===== config.mk =====
export PLATFORM = sky130hd
export DESIGN_NAME = skew_delay_bank
export DESIGN_NICKNAME = d
export VERILOG_FILES = /design/src/rtl/skew_delay_bank.sv
export SDC_FILE = /design/constraint.sdc
export NUM_CORES = 1
export LEC_CHECK = 0
export BUFFER_PORTS_ARGS = -buffer_cell sky130_fd_sc_hd__buf_2
export CAP_MARGIN = 10
export CORE_ASPECT_RATIO = 2
export CORE_MARGIN = 5
export CORE_UTILIZATION = 33
export CTS_CLUSTER_DIAMETER = 40
export DETAILED_ROUTE_END_ITERATION = 8
export PLACE_DENSITY = 0.57
export SLEW_MARGIN = 20
export SYNTH_ARGS = -nofsm -noshare
export SYNTH_HDL_FRONTEND = slang
export SYNTH_SLANG_ARGS = --single-unit

===== constraint.sdc =====
create_clock -name clk -period 7.6 [get_ports clk]
set_input_delay 0.38 -clock clk [delete_from_list [all_inputs] [get_ports clk]]
set_output_delay 0.38 -clock clk [all_outputs]
set_load 0.03 [all_outputs]

===== src/rtl/skew_delay_bank.sv =====
// rtl/skew_delay_bank.sv - multi-lane skew/deskew delay bank with valid tracking
module skew_delay_bank #(
  parameter int WIDTH      = 8,
  parameter int LANES      = 8,
  parameter int BASE_DELAY = 1,
  parameter int DESKEW     = 0
) (
  input  logic                   clk,
  input  logic                   rst,
  input  logic                   en,
  input  logic                   flush,
  input  logic                   in_valid,
  input  logic [LANES*WIDTH-1:0] din,
  output logic [LANES*WIDTH-1:0] dout,
  output logic [LANES-1:0]       dout_valid,
  output logic                   busy
);

  logic [LANES-1:0] lane_busy;

  for (genvar k = 0; k < LANES; k++) begin : g_lane
    localparam int D = (DESKEW != 0) ? (BASE_DELAY + LANES - 1 - k) : (BASE_DELAY + k);

    logic [WIDTH-1:0] data [D];
    logic [D-1:0]     vld;

    always_ff @(posedge clk) begin
      if (rst || flush) begin
        for (int i = 0; i < D; i++) data[i] <= '0;
        vld <= '0;
      end else if (en) begin
        // Bubbles enter as zero so an invalid output word always reads 0.
        data[0] <= in_valid ? din[k*WIDTH +: WIDTH] : '0;
        vld[0]  <= in_valid;
        for (int i = 1; i < D; i++) begin
          data[i] <= data[i-1];
          vld[i]  <= vld[i-1];
        end
      end
    end

    assign dout[k*WIDTH +: WIDTH] = data[D-1];
    assign dout_valid[k]          = vld[D-1];
    assign lane_busy[k]           = |vld;
  end

  assign busy = |lane_busy;

endmodule


# Word level (Yosys, flattened, before mapping)
# Memories as Yosys holds them, arrays and structs flattened.
# Index checks and enable logic that the tools add are counted.
# word_totals
elab_cells	104
n_memories	8
input_bits	69
mem_bits_rw	288
reg_bits	36
# classes
n_reduce_logical	3
muxes	50
bitwise_logic	35
# memory_table
memory	depth	word_bits	rd	rd_clocked_by_memory_dff	wr	line_no	text
g_lane[7].data	8	8	8	0	8	24	logic [WIDTH-1:0] data [D];
g_lane[6].data	7	8	7	0	7	24	
g_lane[5].data	6	8	6	0	6	24	
g_lane[4].data	5	8	5	0	5	24	
g_lane[3].data	4	8	4	0	4	24	
g_lane[2].data	3	8	3	0	3	24	
+2 memories	-	-	-	-	-	-	
# ops
cell	n
$mux W8	44
$reduce_or A36 Y1	1
$or A1 B1 Y1	35
$reduce_or A8 Y1	1
$mux W1	6
$logic_or A1 B1 Y1	1

# Logic depth before layout (Yosys ltp)
# depth
ltp_word	5
mapped_depth	5
mapped_depth_nobuf	2

# Least setup slack after synthesis
# OpenSTA, ideal clock, no wires.
# synth_timing
path_kind	input port to flip-flop
start	input port en
end	memory g_lane[0].data[0][0], enable pin
slack_ns	3.200
n_path_buf	1
setup_time_ns	0.524
arrival_ns	3.876
cell_stages	2
cell_sequence	buf_6 > or3_2
# synth_between
elab_chain_cells	5
# synth_lines
element	line_no	text
start, declared	10	input logic en,
$mux W1 *	31	end else if (en) begin
$mux W1 *	28	if (rst || flush) begin
$mux W1 *	33	data[0] <= in_valid ? din[k*WIDTH +: WIDTH] : '0;
$reduce_or A8 Y1 (no line)	-	
$mux W1 (no line) *	-	
end, declared	24	
# Mark *: on every way between the ends. The rest lies on a longest branch, timed or not.

==> flow_summary.yaml <==
run:
  drv_cap: 0
logic_synthesis:
  ys_seq_elements: 296
  ys_seq_area_share_pct: 77.6
  yosysWarnings: 0
  synth_area_mm2: 0.0113
  synth_nets: 751
  synthDistinctLibCells: 18
  syn_area_per_cell_um2: 16.6
  synth_cells: 682
grt:
  grtUsageTotal_pct: 8.23
  grt_pass1_wl_um: 25800
  first_global_vias: 5020
  antenna_found_initial: 0
  grt_overflow: 0
  grt_max_degree: 136
layout:
  area_delta_synth_final_pct: 15.4
  utilization_pct: 38.4
  diodes: 0
  layout.nets: 854
  final_common_cell: "edfxtp_1"
  most-common-layout-cells: "edfxtp_1 (288), and2_1 (229), buf_2 (141)"
  drive_gt1_share_pct: 32.2
  stdcell_area_mm2: 0.0131
floorplanning:
  rows: 96
  core_area_mm2: 0.0341
  die_area_mm2: 0.0384
  start_util_pct: 33.3
  io_pins: 142
  fp.dieW_um: 141
  fp.dieH_um: 272
clock_network:
  clkLatencyLatePin_ps: 550
  clkTransAtPathRegs_ps: 70
  cts_sinks: 296
  cts_resized: 0
  post_cts_buffers: 0
  ctsHoldBuffers: 0
  cts_max_path_buffers: 3
  cts_root_buf: "clkbuf_16"
  cts_tree: "done"
  numCtsBuffers: 29
  cts_max_level: 1
timing:
  tns_ps: 0
  final_max_slew_viol_count: 0
  final-hold-violation-count: 0
  finClkSkew_ps: 12.3
  tightest_slew_ps: 911
  timing.final.ws_setup_ps: 5600
  rsz0062_at_grt: "false"
  fin_crit_sh_pct: 26.4
  finalCriticalPeriod_ps: 2000
  slew_headroom_pct: 39.3
  finalSetupViolCount: 0
  fmax_mhz: 499
routing:
  routed_wl_um: 15400
  ant_nets: 0
  drtIter0Drc: 219
  drcViolationCount: 0
  vias: 4860
  wl_per_cell_um: 12.3
  detailedRoute.firstPassIterationCount: 4
  vias_per_cell: 3.89
place:
  io_buffer_count: 141
  dp_slack_ps: 4890
  place_hpwl_um: 9070
  gp_congestion: 0.700
  placed_area_mm2: 0.0122
power:
  p_leak_nw: 5.50
  vdd_drop_max_uv: 186
  pwr-share-clk_pct: 40.8
  switchingPower_mw: 0.719
  power_mw: 3.36
  p_int_mw: 2.64
  power_frac_seq_pct: 55.6
  switching_share_pct: 21.4
  comb_power_share_pct: 3.6
  power_per_cell_area_mw_per_mm2: 257
setup_path:
  crit_path_end_kind: "register"
  path_max_fanout: 135
  cp.required_ps: 8010
  crit_type: "input port to register"
  startpoint_type: "input port"
  cp.arrival_ps: 2410
run_status:
  status: "finished clean"
hold_path:
  hold_class: "input port to register"
[state kept, by name, indices dropped and copies added (netlist names)]
name / flops
g_lane.vld: 8
g_lane.data: 288
[synth_stat cells]
library cell    n  area, um^2
and2_1        229        1430
and2_2         59         443
and4bb_1        1        12.5
buf_4          42         315
buf_6           3        33.8
clkbuf_1        4        15.0
clkbuf_2       25         125
dfxtp_1         8         160
edfxtp_1      288        8650
inv_1           1        3.75
mux2i_1         7        70.1
nand2_1         1        3.75
nor2_1          8        30.0
nor3b_4         1        18.8
nor4_1          2        12.5
o21bai_1        1        7.51
or2_2           1        6.26
or3_2           1        7.51
[cell type report]
| type | instances | area [um^2] |
|---|---|---|
| fillers | 3262 | 21000 |
| flip-flops and latches | 296 | 8810 |
| multi-input cells | 311 | 2050 |
| repair buffers | 146 | 747 |
| clock buffers | 29 | 726 |
| well taps | 441 | 552 |
| clock inverters | 24 | 203 |
| inverters | 1 | 3.75 |
[worst max-delay path, stage by stage]
cell,delay (ps)
buf_2,230
nor3b_4,220
buf_4,430
buf_4,800
and2_2,270
[metrics by stage]
stage	hold WS [ps]	instances
2_1_floorplan	465	682
3_3_place_gp	499	1195
3_5_place_dp	501	1195
4_1_cts	59.3	1248
5_1_grt	70.4	1248
6_report	97.4	1248
[cells by family (layout without fill, tap and decap cells)]
kind of cell	after synthesis	in the layout	synth area share, %
flip-flops	296	296	77.6
buffers and inverters	75	200	4.34
multiplexers	7	7	0.618
AO/OA/AOI/OAI	1	1	0.0662
AND/OR/NAND/NOR	303	303	17.3
[power by group through the flow]
| stage | sequential (mW) | combinational, mW | clock, mW |
|---|---|---|---|
| 2_1_floorplan | 1.92 | 0.0810 | 0 |
| 3_3_place_gp | 1.90 | 0.123 | 0 |
| 3_5_place_dp | 1.91 | 0.125 | 0 |
| 4_1_cts | 1.87 | 0.125 | 1.43 |
| 5_1_grt | 1.88 | 0.134 | 1.50 |
| 6_report | 1.87 | 0.121 | 1.37 |
[final timing paths]
check,depth (start not counted),slack [ps],endpoint,start
max reg2reg,1,6790,g_lane[4].data[0][10],g_lane[4].data[0][2]
min reg2reg,1,510,g_lane[4].data[0][9],g_lane[4].data[0][1]
max,5,5600,g_lane[5].data[5][5],en
min,2,100,g_lane[4].data[0][6],din[38]
[metal layers]
metal / share of wire, % / track usage [%] / vias to the layer above
met5: 0 / 0 / -
met3: 5.7 / 1.84 / 27
met4: 3.3 / 3.93 / 0
met2: 54 / 14.8 / 102
met1: 36 / 9.03 / 2212
li1: - / - / 2519
(Power assumes the default switching activity.)
